**src/rtl/tx_phase_sequencer.sv**
```systemverilog
// Oversampling phase sequencer: polyphase index plus one-cycle symbol strobe for the TX filter chain.
// Registered outputs; factor/strobe phase are clamped and latched only at start, symbol wrap (RUN) or sync.
module tx_phase_sequencer #(
  parameter int OS_MAX = 8,
  parameter int PH_W   = 3,
  parameter int CNT_W  = 16
) (
  input  logic              clock,
  input  logic              i_reset,
  input  logic              i_enable,
  input  logic              i_start,
  input  logic              i_stop,
  input  logic              i_sync,
  input  logic [PH_W:0]     i_os_factor,
  input  logic [PH_W-1:0]   i_strobe_phase,
  output logic [PH_W-1:0]   o_phase,
  output logic              o_sym_strobe,
  output logic [CNT_W-1:0]  o_sym_count,
  output logic              o_running,
  output logic              o_cfg_err
);

  localparam logic [1:0] S_IDLE  = 2'd0;
  localparam logic [1:0] S_RUN   = 2'd1;
  localparam logic [1:0] S_DRAIN = 2'd2;

  localparam logic [PH_W:0]    L_OS_MAX = (PH_W+1)'(OS_MAX);
  localparam logic [PH_W:0]    L_ONE_F  = (PH_W+1)'(1);
  localparam logic [PH_W-1:0]  L_ONE_P  = PH_W'(1);
  localparam logic [CNT_W-1:0] L_ONE_C  = CNT_W'(1);

  logic [1:0]       r_state;
  logic [PH_W-1:0]  r_phase;
  logic [PH_W:0]    r_factor;
  logic [PH_W-1:0]  r_strobe_ph;
  logic             r_strobe;
  logic [CNT_W-1:0] r_count;
  logic             r_running;
  logic             r_cfg_err;

  logic [PH_W:0]    w_ld_factor;
  logic [PH_W-1:0]  w_ld_sph;
  logic             w_ld_clamp;
  logic             w_wrap;
  logic [PH_W-1:0]  w_ph_inc;
  logic [1:0]       w_nxt_state;
  logic [PH_W-1:0]  w_nxt_phase;
  logic             w_nxt_running;
  logic             w_load;
  logic             w_step;
  logic [PH_W-1:0]  w_sph_eff;
  logic             w_nxt_strobe;

  // Strobe phase is clamped against the already-clamped factor.
  always_comb begin
    w_ld_factor = i_os_factor;
    w_ld_clamp  = 1'b0;
    if (i_os_factor == '0) begin
      w_ld_factor = L_ONE_F;
      w_ld_clamp  = 1'b1;
    end else if (i_os_factor > L_OS_MAX) begin
      w_ld_factor = L_OS_MAX;
      w_ld_clamp  = 1'b1;
    end
    w_ld_sph = i_strobe_phase;
    if ({1'b0, i_strobe_phase} >= w_ld_factor) begin
      w_ld_sph   = PH_W'(w_ld_factor - L_ONE_F);
      w_ld_clamp = 1'b1;
    end
  end

  assign w_wrap   = ({1'b0, r_phase} == (r_factor - L_ONE_F));
  assign w_ph_inc = r_phase + L_ONE_P;

  always_comb begin
    w_nxt_state   = r_state;
    w_nxt_phase   = r_phase;
    w_nxt_running = r_running;
    w_load        = 1'b0;
    w_step        = 1'b0;
    case (r_state)
      S_IDLE: begin
        if (i_enable && i_start) begin
          w_load        = 1'b1;
          w_step        = 1'b1;
          w_nxt_state   = S_RUN;
          w_nxt_phase   = '0;
          w_nxt_running = 1'b1;
        end
      end
      S_RUN: begin
        // Sync ignores i_enable and wins over a simultaneous stop.
        if (i_sync) begin
          w_load      = 1'b1;
          w_step      = 1'b1;
          w_nxt_phase = '0;
        end else if (i_enable) begin
          w_step = 1'b1;
          if (i_stop) w_nxt_state = S_DRAIN;
          if (w_wrap) begin
            w_nxt_phase = '0;
            w_load      = 1'b1;
          end else begin
            w_nxt_phase = w_ph_inc;
          end
        end
      end
      S_DRAIN: begin
        if (i_sync || (i_enable && w_wrap)) begin
          w_nxt_state   = S_IDLE;
          w_nxt_phase   = '0;
          w_nxt_running = 1'b0;
        end else if (i_enable) begin
          w_step      = 1'b1;
          w_nxt_phase = w_ph_inc;
        end
      end
      default: begin
        w_nxt_state   = S_IDLE;
        w_nxt_phase   = '0;
        w_nxt_running = 1'b0;
      end
    endcase
    w_sph_eff    = w_load ? w_ld_sph : r_strobe_ph;
    w_nxt_strobe = w_step && (w_nxt_phase == w_sph_eff);
  end

  always_ff @(posedge clock) begin
    if (i_reset) begin
      r_state     <= S_IDLE;
      r_phase     <= '0;
      r_factor    <= L_OS_MAX;
      r_strobe_ph <= '0;
      r_strobe    <= 1'b0;
      r_count     <= '0;
      r_running   <= 1'b0;
      r_cfg_err   <= 1'b0;
    end else begin
      r_state   <= w_nxt_state;
      r_phase   <= w_nxt_phase;
      r_running <= w_nxt_running;
      r_strobe  <= w_nxt_strobe;
      if (w_load) begin
        r_factor    <= w_ld_factor;
        r_strobe_ph <= w_ld_sph;
        if (w_ld_clamp) r_cfg_err <= 1'b1;
      end
      if (w_nxt_strobe) r_count <= r_count + L_ONE_C;
    end
  end

  assign o_phase      = r_phase;
  assign o_sym_strobe = r_strobe;
  assign o_sym_count  = r_count;
  assign o_running    = r_running;
  assign o_cfg_err    = r_cfg_err;

endmodule

```
**config.mk**
```make
export PLATFORM = sky130hd
export DESIGN_NAME = tx_phase_sequencer
export DESIGN_NICKNAME = d
export VERILOG_FILES = /design/src/rtl/tx_phase_sequencer.sv
export SDC_FILE = /design/constraint.sdc
export NUM_CORES = 1
export LEC_CHECK = 0
export ABC_AREA = 1
export CORE_ASPECT_RATIO = 2
export CORE_MARGIN = 3
export CORE_UTILIZATION = 50
export CTS_CLUSTER_SIZE = 30
export DETAILED_ROUTE_END_ITERATION = 10
export DONT_BUFFER_PORTS = 1
export HOLD_SLACK_MARGIN = 0.12
export PLACE_DENSITY = 0.64
export SLEW_MARGIN = 20
export SYNTH_ARGS = -nofsm -noshare
export SYNTH_HDL_FRONTEND = slang
export SYNTH_SLANG_ARGS = --single-unit
```
**constraint.sdc**
```tcl
create_clock -name clock -period 5.9 [get_ports clock]
set_clock_uncertainty 0.1 [all_clocks]
set_input_delay 1.475 -clock clock [delete_from_list [all_inputs] [get_ports clock]]
set_output_delay 1.475 -clock clock [all_outputs]
set_load 0.1 [all_outputs]
```
==> impl_metrics.py, run 1 <==
metrics = {
    "run_status": {
        "status": "finished, final reports clean",
    },
    "sta": {
        "period_minus_slack_ps": 3640,
        "hold-worst-slack_ps": 419,
        "finalCritPeriodShare_pct": 61.7,
        "slew_violations": 0,
        "max_slew_margin_pct": 23.0,
        "rsz0062_at_grt": "no",
        "hold_viol_final": 0,
        "max_freq_mhz": 275,
        "worst_pin_slew_ps": 1150,
        "finalSetupViolations": 0,
        "setup-tns-final_ps": 0,
    },
    "setup_path": {
        "crit_family": "simple AND/OR/NAND/NOR gates",
        "crit_buf_inv": 2,
        "r2r_start": "o_phase[1]",
        "crit_slowest_cell": "nor2_4",
        "worstSetupStartpointType": "input port",
        "slowest_delay_ps": 370,
        "critPathLaunch": "i_os_factor[3]",
        "path_max_fanout": 17,
        "path_cells": "inv_2 -> nand2_1 -> ha_1 -> inv_1 -> o21bai_1 -> nand3_1 -> nand3_1 -> o21ai_0 -> nand2_1 -> nand3_1 -> nand2_1 -> nor2_4 -> nand2_4 -> nand2_1 -> a21oi_1",
        "criticalPathCategory": "input port to flip-flop",
        "cpMostUsedCell": "nand2_1",
        "crit_required_ps": 5970,
        "crit_arrival_ps": 3710,
        "worstSetupEndpointType": "flip-flop",
    },
    "grt": {
        "grt_pass1_vias": 1705,
        "grt_antenna_before_repair": 0,
        "grt_max_degree": 29,
        "gr-total-overflow": 0,
        "track_usage_pct": 20.3,
        "grt_pass1_wl_mm": 7.51,
    },
    "clock_tree": {
        "path_clk_slew_ps": 70,
        "cts.sinks": 31,
        "clockRootBuffer": "clkbuf_8",
        "ctsResizeCount": 0,
        "postCtsSetupRepairBufs": 0,
        "clk_latency_ps": 280,
        "cts_buffers": 5,
        "max-clock-path-buffers": 2,
        "cts_hold_buf": 0,
        "cts_max_level": 2,
        "tritoncts": "built",
    },
    "placement": {
        "portBuffers": 0,
        "gp_congestion": 0.794,
        "placed_cells": 337,
        "dp_hpwl_mm": 3.53,
    },
    "synth": {
        "ys_types": 30,
        "synthXorXnorAreaFrac_pct": 6.86,
        "synth-compound-area-share_pct": 10.4,
        "yosysWarnings": 0,
        "synth_fp_nets": 312,
        "synth-edff-count": 0,
        "synthesis.instances": 292,
        "synthFlopType": "dfxtp_1",
        "synth.area.top_cells": "dfxtp_1 (30%), nand2_1 (14%), nand3_1 (7.8%)",
        "ys_async_sr_fraction_pct": 0,
        "syn_area_per_cell_sq_um": 6.99,
        "yosysTopAreaCell": "dfxtp_1",
        "synth_area_sq_um": 2040,
        "synth-seq-area-share_pct": 30.4,
        "synth_top_family_by_area": "simple AND/OR/NAND/NOR gates",
        "yosys.area_share.simple_pct": 37.4,
        "synth-seq-cells": 31,
        "synth.mux.area_fraction_pct": 0,
        "yosysTopAreaCellShare_pct": 30.4,
        "synthAdderAreaFrac_pct": 4.29,
    },
    "die": {
        "core_sq_um": 3880,
        "die_x_microns": 51.2,
        "dieArea_sq_um": 4930,
        "die_h_microns": 96.4,
        "start_util_pct": 52.6,
        "num_io_pins": 35,
        "core.rowCount": 32,
    },
    "pwr": {
        "peakVddDrop_mv": 0.195,
        "totalPowerFinal_uw": 557,
        "power_density_nw_per_um2": 259,
        "power.leakage_nw": 0.929,
    },
    "routing": {
        "drc": 0,
        "routed_wl_mm": 4.67,
        "via_per_inst": 5.26,
        "drtIter0Drc": 36,
        "wl_per_cell_microns": 13.5,
        "drtAntennaViolNets": 0,
        "dr.pass1.iters": 7,
        "vias": 1814,
    },
    "worst_hold_path": {
        "hold_path_class": "flip-flop to flip-flop",
        "min_from": "r_strobe_ph[1]",
    },
    "layout": {
        "drive_gt1_share_pct": 10.2,
        "seqCellArea_sq_um": 621,
        "final_cell_count_no_fill": 345,
        "num_antenna_cells": 0,
        "syn_to_final_growth_pct": 5.45,
        "nFillCells": 389,
        "multi_input_comb_area_sq_um": 1200,
        "fin_nets": 313,
    },
    "job": {
        "drv_cap": 0,
    },
}
-- layout make-up --
class / instances / area share, %
Multi-Input combinational cell: 218 / 56.0
Tap cell: 51 / 2.96
Inverter: 35 / 6.10
Clock inverter: 2 / 1.63
Timing Repair Buffer: 2 / 0.697
Clock buffer: 6 / 3.83
Sequential cell: 31 / 28.8
-- worst register-to-register path, stage by stage, from the launching register on --
cell and delay [ps]:
dfxtp_1 1050, inv_1 140, nand2_1 100, nand2_1 60, nor2_2 110, nand3_2 130
nand2_2 110, nand2_4 80, nand2_4 160, nand2_1 80, nand3_1 90, nand2_1 80
nor2_4 370, nand2_4 220, nand2_1 100, a21oi_1 80
-- cell families after synthesis --
kind of cell,after synthesis
simple gates,155
buf+inv,43
compound gates,40
flops,31
xor+xnor,16
fa+ha+maj,7
-- worst paths after layout --
kind                    end  slack, ps  cells past startpoint
max          o_sym_count[1]       2260                     15
min reg2reg  r_strobe_ph[1]        420                      2
min          r_strobe_ph[1]        420                      2
max reg2reg  o_sym_count[1]       2710                     15
-- registers in the layout, indices dropped and copies added, names as in the netlist --
| register | cells |
|---|---|
| o_sym_count | 16 |
| r_factor | 4 |
| o_phase | 3 |
| r_strobe_ph | 3 |
| r_state | 2 |
| o_cfg_err | 1 |
| o_running | 1 |
| o_sym_strobe | 1 |
-- cell usage in the layout (no fill, tap or decap) --
master,instances
a21oi_1,26
a31oi_1,1
buf_4,2
bufinv_16,1
clkbuf_8,6
clkinv_2,1
dfxtp_1,31
ha_1,7
inv_1,31
inv_2,4
nand2_1,74
nand2_2,2
nand2_4,5
nand3_1,32
nand3_2,3
nand3_4,1
nand3b_1,3
nand4_1,8
nor2_1,18
nor2_2,2
nor2_4,1
nor2_8,1
nor3_1,4
nor4_1,1
o211ai_1,2
o21ai_0,9
o21ai_2,1
o21bai_1,1
xnor2_1,5
xor2_1,11
-- report_power, final --
| part | internal, mW | switching [mW] |
|---|---|---|
| Clock | 0.137 | 0.0830 |
| Sequential | 0.218 | 0.0279 |
| Combinational | 0.0304 | 0.0616 |
| Total | 0.385 | 0.173 |
-- synthesized netlist by cell type (all sizes together), types with 4 or more instances --
master / count
nand4: 8
xnor2: 5
buf: 5
inv: 35
a21oi: 26
nand2: 81
nand3: 36
xor2: 11
nor3: 4
nor2: 22
o21ai: 10
dfxtp: 31
ha: 7
-- metal layers --
| layer | share of wire [%] | track usage [%] |
|---|---|---|
| met5 | 0 | 0 |
| met4 | 0.30 | 7.87 |
| met3 | 3.6 | 4.45 |
| met2 | 60 | 41.6 |
| met1 | 36 | 18.1 |
-- through the flow --
step / util, % / setup slack, ps / cell area (sq um)
6_report: 55.4 / 2260 / 2150
3_5_place_dp: 52.4 / 1980 / 2040
4_1_cts: 55.4 / 2260 / 2150
2_1_floorplan: - / 2370 / 2040
5_1_grt: 55.4 / 1940 / 2150
3_3_place_gp: 52.4 / 2040 / 2040
No activity file was read; power rests on OpenSTA's default activity.
==> run 2, diff against run 1 <==
Clock period 5.9 ns to 3.4 ns, I/O delays scaled along.
==> run 2 against run 1 <==
Wire length increased by 2.4%; combinational power increased by 110%; count of clock-buffer cells in the layout unchanged; clock power increased by 73%.
==> impl_metrics.py, run 2 (synthesized netlist as in run 1, its figures left out) <==
metrics = {
    "run_status": {
        "status": "finished, final reports clean",
    },
    "setup_path": {
        "worstSetupEndpointType": "flip-flop",
        "slowest_delay_ps": 290,
        "rrSetupSlack_ps": 810,
        "criticalPathCategory": "input port to flip-flop",
        "reg2reg_to": "o_sym_count[15]",
        "worstSetupStartpointType": "input port",
        "crit_buf_inv": 2,
        "r2r_start": "r_factor[0]",
        "crit_arrival_ps": 2910,
        "cpMostUsedCell": "nand2_1",
        "crit_required_ps": 3470,
        "path_cells": "inv_1 -> nand3_1 -> nand2_1 -> nand2_1 -> inv_1 -> ha_1 -> nand4_1 -> nand3_1 -> o21ai_0 -> nand2_1 -> nand3_1 -> nand2_1 -> nor2_4 -> nand2_4 -> nand2_1 -> a21oi_1",
        "crit_family": "simple AND/OR/NAND/NOR gates",
        "rr_worst_depth": 17,
        "crit_slowest_cell": "o21ai_0",
        "path_max_fanout": 17,
    },
    "pwr": {
        "power_density_nw_per_um2": 427,
        "peakVddDrop_mv": 0.410,
        "power.leakage_nw": 1.02,
    },
    "routing": {
        "dr.pass1.iters": 4,
        "routed_wl_mm": 4.78,
        "drtIter0Drc": 31,
        "vias": 1882,
        "wl_per_cell_microns": 13.2,
        "drtAntennaViolNets": 0,
        "drc": 0,
        "via_per_inst": 5.20,
    },
    "placement": {
        "post-place-ws_ps": 245,
        "gp_congestion": 0.883,
        "post_dp_cell_area_sq_um": 2180,
        "dp_hpwl_mm": 3.69,
        "portBuffers": 0,
    },
    "die": {
        "dieArea_sq_um": 4930,
        "die_x_microns": 51.2,
        "core.rowCount": 32,
        "start_util_pct": 52.6,
        "die_h_microns": 96.4,
        "num_io_pins": 35,
        "core_sq_um": 3880,
    },
    "clock_tree": {
        "cts_buffers": 5,
        "cts_max_level": 2,
        "tritoncts": "built",
        "ctsResizeCount": 0,
        "cts.sinks": 31,
        "clk_latency_ps": 280,
        "path_clk_slew_ps": 70,
        "clockRootBuffer": "clkbuf_8",
        "max-clock-path-buffers": 2,
        "postCtsSetupRepairBufs": 0,
        "cts_hold_buf": 0,
    },
    "sta": {
        "rsz0062_at_grt": "no",
        "setup-tns-final_ps": 0,
        "max_freq_mhz": 352,
        "slew_violations": 0,
        "finalSetupViolations": 0,
        "fin_ws_ps": 560,
        "worst_pin_slew_ps": 1040,
        "period_minus_slack_ps": 2840,
        "max_slew_margin_pct": 30.2,
        "finalCritPeriodShare_pct": 83.5,
        "hold_viol_final": 0,
    },
    "layout": {
        "fin_nets": 330,
        "layout_commonest_cell": "nand2_1",
        "final_cell_mix": "nand2_1 (74), nand3_1 (32), inv_1 (31), dfxtp_1 (31), a21oi_1 (26)",
        "nFillCells": 395,
        "fin_util_pct": 59.1,
        "stdcell_area_sq_um": 2290,
        "syn_to_final_growth_pct": 12.3,
        "drive_gt1_share_pct": 15.1,
        "num_antenna_cells": 0,
        "largest_register_ffs": 16,
    },
    "grt": {
        "gr-total-overflow": 0,
        "track_usage_pct": 21.1,
        "grt_pass1_vias": 1831,
        "grt_pass1_wl_mm": 7.83,
        "grt_max_degree": 29,
        "grt_antenna_before_repair": 0,
    },
    "worst_hold_path": {
        "hold_path_depth": 2,
        "hold_path_class": "flip-flop to flip-flop",
        "holdPathEnd": "o_sym_count[9]",
        "min_from": "o_sym_count[9]",
    },
    "job": {
        "drv_cap": 0,
    },
}
==> run 2: power breakdown <==
group / total [mW] / internal (mW) / switching [mW] / leakage (nW)
Sequential: 0.408 / 0.378 / 0.0303 / 0.252
Combinational: 0.190 / 0.0613 / 0.129 / 0.712
Clock: 0.381 / 0.237 / 0.144 / 0.0612
==> run 2: layer usage <==
metal  global-route usage [%]  wire [microns]
met1                     19.9            1780
met2                     40.6            2690
met3                     4.30             158
met4                     11.7             157
met5                        0               0
==> run 2: metrics by stage <==
step                total power [mW]  instances  hold WS [ps]
floorplan                      0.591        292           384
global placement               0.604        354           346
detailed placement             0.608        354           347
CTS                            0.986        362           358
global route                    1.03        362           391
finish                         0.979        362           358
==> run 2: worst max-delay path by stage <==
stage                              start              end  slack (ps)  cells after the start
after floorplan           i_os_factor[1]   o_sym_count[0]         490                     17
after global placement    i_os_factor[0]  o_sym_count[15]         300                     16
after detailed placement  i_os_factor[0]  o_sym_count[15]         240                     16
after CTS                 i_os_factor[0]  o_sym_count[15]         550                     16
after global routing      i_os_factor[0]  o_sym_count[15]         250                     19
final                     i_os_factor[1]  o_sym_count[15]         560                     16
==> run 2: area by class of cell <==
cell class | count | area [sq um] | area share [%]
multi-input combinational | 218 | 1200 | 52.5
sequential | 31 | 621 | 27.1
timing repair buffer | 19 | 155 | 6.76
inverter | 35 | 131 | 5.73
clock buffer | 6 | 82.6 | 3.60
tap | 51 | 63.8 | 2.78
clock inverter | 2 | 35.0 | 1.53
==> run 2: tightest hold or removal path, stage by stage (launching register included) <==
cell and delay, ps:
dfxtp_1 310, nand2_1 60, a21oi_1 50
==> run 3, diff against run 2 <==
Settings changed: PLACE_DENSITY 0.64 to 0.67.
Clock period 3.4 ns to 2.4 ns, I/O delays scaled along.
==> run 3 against run 2 <==
Die area stayed put; global-route usage is 1.4 points higher; cell area is 18% higher; combinational power is 120% higher; sequential share of layout area is 3.8 points lower; power is 55% higher; register-to-register slack worse by 780 ps; via count is 8.6% higher; critical path type unchanged; critical endpoint is now o_sym_count[4]; largest cell class unchanged.
==> impl_metrics.py, run 3 (synthesized netlist as in run 1, its figures left out) <==
metrics = {
    "routing": {
        "drc": 0,
        "vias": 2044,
        "drtIter0Drc": 28,
        "wl_per_cell_microns": 13.8,
        "routed_wl_mm": 5.30,
        "via_per_inst": 5.32,
        "drtAntennaViolNets": 0,
        "dr.pass1.iters": 4,
    },
    "sta": {
        "period_minus_slack_ps": 2380,
        "setup-tns-final_ps": 0,
        "rsz0062_at_grt": "yes",
        "max_slew_margin_pct": 77.4,
        "finalSetupViolations": 0,
        "finalCritPeriodShare_pct": 99.1,
        "worst_pin_slew_ps": 336,
        "max_freq_mhz": 420,
        "hold_viol_final": 0,
        "slew_violations": 0,
        "fin_ws_ps": 21.4,
    },
    "layout": {
        "largest_register_ffs": 16,
        "layout_commonest_cell": "nand2_1",
        "num_antenna_cells": 0,
        "fin_nets": 352,
        "drive_gt1_share_pct": 33.6,
        "nFillCells": 337,
        "syn_to_final_growth_pct": 32.6,
        "stdcell_area_sq_um": 2710,
        "final_cell_mix": "nand2_1 (67), buf_4 (38), inv_1 (25)",
    },
    "pwr": {
        "peakVddDrop_mv": 0.579,
        "power_density_nw_per_um2": 561,
        "p_comb_share_pct": 27.9,
        "pwr-share-clk_pct": 35.9,
        "switching_share_pct": 31.9,
        "p_int_mw": 1.03,
        "power.leakage_nw": 1.16,
        "switchingPower_uw": 485,
        "seqPwrFrac_pct": 36.1,
    },
    "worst_hold_path": {
        "hold_path_depth": 1,
        "holdPathEnd": "o_sym_count[7]",
        "hold_path_class": "input port to flip-flop",
        "min_from": "i_reset",
    },
    "setup_path": {
        "criticalPathCategory": "input port to flip-flop",
        "rrSetupSlack_ps": 30,
        "critPathLaunch": "i_os_factor[2]",
        "crit_arrival_ps": 2500,
        "crit_required_ps": 2520,
        "worstSetupEndpointType": "flip-flop",
        "slowest_delay_ps": 230,
        "crit_slowest_cell": "nor2_4",
        "path_max_fanout": 8,
        "path_cells": "inv_8 -> nand3_4 -> nand2_2 -> nand2_2 -> inv_2 -> ha_4 -> o21bai_1 -> nand3_1 -> nand3_4 -> buf_6 -> a21oi_2 -> nand2_1 -> nand2_1 -> nand2_1 -> nand2_2 -> nor2_4 -> clkbuf_16 -> nand3_1 -> a21oi_1",
        "reg2reg_to": "o_sym_count[4]",
        "worstSetupStartpointType": "input port",
        "rr_worst_depth": 17,
        "r2r_start": "r_factor[0]",
    },
    "placement": {
        "portBuffers": 0,
        "dp_hpwl_mm": 4.00,
        "gp_congestion": 0.803,
        "post-place-ws_ps": -223,
        "post_dp_cell_area_sq_um": 2390,
    },
    "clock_tree": {
        "max-clock-path-buffers": 2,
        "path_clk_slew_ps": 70,
        "cts_max_level": 2,
        "clk_latency_ps": 290,
        "cts_buffers": 5,
        "tritoncts": "built",
        "clockRootBuffer": "clkbuf_8",
        "cts_hold_buf": 0,
        "cts.sinks": 31,
    },
    "grt": {
        "grt_pass1_vias": 2002,
        "gr-total-overflow": 0,
        "grt_antenna_before_repair": 0,
        "track_usage_pct": 22.5,
        "grt_max_degree": 29,
        "grt_pass1_wl_mm": 8.56,
    },
    "die": {
        "core_sq_um": 3880,
        "start_util_pct": 52.6,
        "num_io_pins": 35,
        "die_x_microns": 51.2,
        "core.rowCount": 32,
        "die_h_microns": 96.4,
        "dieArea_sq_um": 4930,
    },
    "run_status": {
        "status": "finished, final reports clean",
    },
    "job": {
        "drv_cap": 0,
    },
}
[run 3: final cells by class]
| class | count | area [sq um] | share of cell area, % |
|---|---|---|---|
| sequential | 31 | 629 | 23.2 |
| inverter | 35 | 159 | 5.87 |
| timing repair buffer | 41 | 342 | 12.6 |
| clock buffer | 6 | 82.6 | 3.05 |
| tap | 51 | 63.8 | 2.36 |
| multi-input combinational | 218 | 1400 | 51.6 |
| clock inverter | 2 | 35.0 | 1.29 |
[run 3: per-layer routing]
metal  routed length (microns)  track usage [%]  up-vias  part of all wire (%)
met3                       151             3.38       12                   2.9
met2                      3170             47.1       34                    60
met5                         0                0        -                     0
li1                          -                -     1032                     -
met1                      1860             20.3      966                    35
met4                       110             8.76        0                   2.1
[run 3: timing repair]
action                                  4_1_cts  5_1_grt
endpoints found under the setup margin        0       17
gates resized for setup                       0       34
setup buffers                                 0        3
[run 3: how the worst max path moves through the flow]
stage                           end  slack [ps]  cells after the start
global route         o_sym_count[4]        -140                     19
floorplan            o_sym_count[9]         -70                     19
detailed placement   o_sym_count[8]        -220                     17
global placement     o_sym_count[5]        -160                     17
CTS                 o_sym_count[15]           5                     17
finish               o_sym_count[4]          20                     19
[run 3: metrics by stage]
step	cells	hold WS, ps	utilization [%]	total power [mW]
6_report	384	273	69.7	1.52
5_1_grt	384	265	69.7	1.58
4_1_cts	380	270	64.7	1.47
3_5_place_dp	372	361	61.7	0.927
3_3_place_gp	372	353	61.7	0.920
2_1_floorplan	292	384	-	0.850
[run 3: worst max-delay path: cells and delay by family]
kind            cells  cell delay [ps]
fa+ha+maj           1              140
buf+inv             4              380
simple gates       11             1060
compound gates      3              320
[run 3: power groups by stage]
stage	combinational (mW)	clock [mW]	sequential, mW
2_1_floorplan	0.239	0	0.611
5_1_grt	0.460	0.565	0.552
3_3_place_gp	0.360	0	0.560
4_1_cts	0.367	0.551	0.549
6_report	0.425	0.546	0.549
3_5_place_dp	0.366	0	0.560
